==> config.mk <==
export PLATFORM = sky130hd
export DESIGN_NAME = stream_mux_arb
export DESIGN_NICKNAME = d
export VERILOG_FILES = /design/src/rtl/stream_mux_arb.sv
export SDC_FILE = /design/constraint.sdc
export NUM_CORES = 1
export LEC_CHECK = 0
export ABC_AREA = 1
export CAP_MARGIN = 15
export CORE_MARGIN = 3
export CORE_UTILIZATION = 36
export DETAILED_ROUTE_END_ITERATION = 8
export PLACE_DENSITY = 0.84
export SLEW_MARGIN = 10
export SYNTH_ARGS = -nofsm -noshare
export SYNTH_HDL_FRONTEND = slang
export SYNTH_SLANG_ARGS = --single-unit
==> constraint.sdc <==
create_clock -name CLK -period 2.5 [get_ports CLK]
set_clock_uncertainty 0.2 [all_clocks]
set_input_delay 0.375 -clock CLK [delete_from_list [all_inputs] [get_ports CLK]]
set_output_delay 0.375 -clock CLK [all_outputs]
set_load 0.01 [all_outputs]
==> src/rtl/stream_mux_arb.sv <==
// N_CH:1 packet-locked stream multiplexer with registered output stage.
// Channel chosen by SEL or by round-robin, held until the LAST beat.
module stream_mux_arb #(
  parameter int WIDTH    = 8,
  parameter int N_CH     = 4,
  parameter int ARB_MODE = 0,
  localparam int SEL_W   = $clog2(N_CH)
)(
  input  logic                  CLK,
  input  logic                  RST,
  input  logic [N_CH*WIDTH-1:0] IN_DATA,
  input  logic [N_CH-1:0]       IN_VALID,
  input  logic [N_CH-1:0]       IN_LAST,
  output logic [N_CH-1:0]       IN_READY,
  input  logic [SEL_W-1:0]      SEL,
  output logic [WIDTH-1:0]      OUT_DATA,
  output logic                  OUT_VALID,
  output logic                  OUT_LAST,
  input  logic                  OUT_READY,
  output logic [SEL_W-1:0]      GRANT,
  output logic                  BUSY
);

  typedef enum logic {IDLE, LOCKED} state_t;

  state_t           state_q;
  state_t           state_d;
  logic [SEL_W-1:0] ptr_q;
  logic [SEL_W-1:0] cand;
  logic             found;
  logic             can_acc;
  logic             xfer;
  logic             last_g;
  logic [WIDTH-1:0] data_g;
  int               idx;

  assign can_acc = !OUT_VALID || OUT_READY;
  assign data_g  = IN_DATA[int'(GRANT)*WIDTH +: WIDTH];
  assign last_g  = IN_LAST[GRANT];
  assign xfer    = (state_q == LOCKED) && IN_VALID[GRANT] && can_acc;
  assign BUSY    = (state_q == LOCKED);

  // Candidate search: fixed select, or rotating scan starting after PTR
  always_comb begin
    cand  = '0;
    found = 1'b0;
    idx   = 0;
    if (ARB_MODE == 0) begin
      if (int'(SEL) < N_CH && IN_VALID[SEL]) begin
        found = 1'b1;
        cand  = SEL;
      end
    end else begin
      for (int k = 1; k <= N_CH; k++) begin
        idx = (int'(ptr_q) + k) % N_CH;
        if (!found && IN_VALID[idx]) begin
          found = 1'b1;
          cand  = SEL_W'(idx);
        end
      end
    end
  end

  always_comb begin
    state_d = state_q;
    unique case (state_q)
      IDLE:   if (found) state_d = LOCKED;
      LOCKED: if (xfer && last_g) state_d = IDLE;
      default: state_d = IDLE;
    endcase
  end

  always_comb begin
    IN_READY = '0;
    if (!RST && state_q == LOCKED)
      IN_READY[GRANT] = can_acc;
  end

  always_ff @(posedge CLK) begin
    if (RST) begin
      state_q   <= IDLE;
      ptr_q     <= SEL_W'(N_CH - 1);
      GRANT     <= '0;
      OUT_VALID <= 1'b0;
      OUT_DATA  <= '0;
      OUT_LAST  <= 1'b0;
    end else begin
      state_q <= state_d;
      if (state_q == IDLE && found)
        GRANT <= cand;
      // A fresh beat overrides the pop so the stage never bubbles
      if (xfer) begin
        OUT_VALID <= 1'b1;
        OUT_DATA  <= data_g;
        OUT_LAST  <= last_g;
        if (last_g && ARB_MODE != 0)
          ptr_q <= GRANT;
      end else if (OUT_READY) begin
        OUT_VALID <= 1'b0;
      end
    end
  end

endmodule

==> reports/results.txt <==
status - complete, no violations
Sw Pwr - 0.000188 W
CP top delay family - buffers and inverters
worst hold path cell count - 2
core area - 2080 sq um
Post-synth ARST share - 0%
Area after DPL - 1490 sq um
Worst-Margin Slew - 0.458 ns
Final HPWL DP - 2.39 mm
Highest Clock Rate - 0.478 GHz
Area Growth Syn to Fin - 82.2%
routed wire length per instance - 12.6 um
filler cell count - 179
port bufs - 61
worst path cell trace - clkdlybuf4s50_1
Slew Viols, Final - 0
share of post-route cells with drive strength above 1 - 7.84%
r2r startpoint - GRANT[0]
I/O pin cnt - 62
initial antenna violation count - 0
# clock sinks - 13
post_cts resized - 0
Setup Crit Path Kind - flop to output port
synth cell count leaders - nand2_1, nor2_1, nand3_1, dfxtp_1, nand4_1
final setup TNS - 0 ns
Die ar. - 2960 sq um
netlist area before placement - 842 sq um
synth unique cells - 18
pin count of the biggest net entering global routing - 16
slowest CP cell - clkdlybuf4s50_1
vias in the first global route - 1058
Synth area leader - dfxtp_1
HP Class - flop to flop
all-layer global routing usage - 20.6%
CTS H-Tree Depth - 1
clk buf depth - 2
count of flip-flops with a built-in enable after synthesis - 0
Tmin final - 2.09 ns
Hold Violations, Final - 0
width of the die - 54.4 um
Final GP Congestion - 0.822
CTS Buf Count - 3
Nets - 250
Vias/cell - 5.01
Initial Util - 40.4%
RSZ-0062 raised after global routing - false
Buf/Inv on CP - 1
CTS tree - done
setup repair bufs after CTS - 0
antenna-violating nets left - 0
Worst slew margin - 69.4%
share of power burned in registers - 39.5%
DR DRC count - 0
sw frac - 30.9%
Internal Power - 0.000422 W
top-count cell post-synth - nand2_1
Clk Latency, worst-skew pair - 0.28 ns
# hold bufs at CTS - 0
Inst Count DP - 227
syn_nets - 184
initial drt markers - 32
RR Endpoint - OUT_DATA[1]
sequential-to-total area share from yosys stat - 30.9%
Synth Register Bits - 13
Hold Crit Start - OUT_LAST
top-area cell type share of the netlist area - 30.9%
gr ovfl total - 0
clock-pin transition on the worst setup and hold timing paths - 0.07 ns
CP arrival - 1.51 ns
synth top area cells - dfxtp_1, nand2_1, nand3_1
CP max stage delay - 0.63 ns
worst vdd ir - 282 uV
Syn Inst Count - 139
CTS root buf - clkbuf_4
Finish-stage setup viols - 0
R2R setup slack - 0.82 ns
Worst Path Required - 1.92 ns
Power Dens Cells - 398 nW/um^2
reg2reg path depth - 6
Clock power frac - 20.4%
Die Y - 54.4 um
Syn Area/Cell - 6.06 sq um
leakage dissipation - 0.690 nW
combinational fraction of design power - 40.1%
total wire length - 2.91 mm
non-filler cells, final - 231
CP Launch Type - flop
Max-Cap Viols - 0
first-pass GRT wire length - 4.50 mm
Ant. Diodes - 0
Top FF cell, synth - dfxtp_1
crit end category - output port
Design Area, Final - 1530 sq um
vias - 1158
crit path max fanout - 9
Hold Crit Endpoint - OUT_LAST
row cnt - 16
yosys warns - 0
Tcrit/Tclk final - 83.6%
first drt pass iteration count - 4
## power by group through the flow
stage	Sequential [W]	Clock, W	Combinational, W
after floorplan	0.000248	0	0.000104
after global placement	0.000244	0	0.000238
after detailed placement	0.000245	0	0.000243
after CTS	0.000240	0.000128	0.000243
after global routing	0.000243	0.000137	0.000270
final	0.000241	0.000125	0.000244
## area by class of cell
cell class	instances	area (sq um)	area share, %
repair buffers	66	658	42.9
well taps	27	33.8	2.20
inverters	9	43.8	2.85
multi-input cells	112	512	33.4
clock buffers	4	26.3	1.71
flip-flops and latches	13	260	17.0
## layout by cell type (no fill, tap or decap)
cell type	synthesis	final
clkdlybuf4s50_1	0	57
nand2_1	43	42
nor2_1	20	20
nand3_1	19	19
dfxtp_1	13	13
nand4_1	8	8
inv_1	7	7
o21ai_0	5	5
buf_4	1	5
a21oi_1	4	4
o21ai_1	4	4
dlymetal6s2s_1	0	4
nor3_1	4	3
clkbuf_4	0	3
nand2_2	1	2
inv_6	2	2
nor2_2	2	2
nor3_2	0	1
o211ai_1	1	1
nand2_4	1	1
clkbuf_1	0	1
## kinds of logic after synthesis
family	Yosys count	share of synthesized area (%)
simple gates	98	51.3
compound gates	14	8.62
buf+inv	14	9.21
flops	13	30.9
## per-layer routing
layer  GRT usage (%)  part of all wire, %
met2            35.9                   54
met3            2.72                  4.3
met1            25.1                   40
met4            8.71                  1.8
met5               0                    0
## metrics by stage
stage          hold slack [ns]  total power, W  util (%)  worst slack, ns
2_1_floorplan            0.244        0.000352         -            0.800
3_3_place_gp             0.249        0.000482      71.6           0.0703
3_5_place_dp             0.272        0.000488      71.6           0.0381
4_1_cts                  0.286        0.000611      72.8           0.0199
5_1_grt                  0.303        0.000650      73.7            0.311
6_report                 0.282        0.000610      73.7            0.410
## worst max-delay path by stage
stage	startpoint	end	slack, ns	cells after the start
2_1_floorplan	BUSY	IN_READY[0]	0.80	4
3_3_place_gp	OUT_READY	IN_READY[3]	0.07	6
3_5_place_dp	OUT_READY	IN_READY[2]	0.04	6
4_1_cts	OUT_READY	IN_READY[2]	0.02	6
5_1_grt	OUT_READY	IN_READY[2]	0.31	6
6_report	GRANT[0]	GRANT[0]	0.41	1
## sequential cells by signal, summed over array words and instances (netlist names)
| name | count |
|---|---|
| GRANT | 2 |
| OUT_VALID | 1 |
| BUSY | 1 |
| OUT_LAST | 1 |
| OUT_DATA | 8 |
Power figures use the tool's default switching activity.
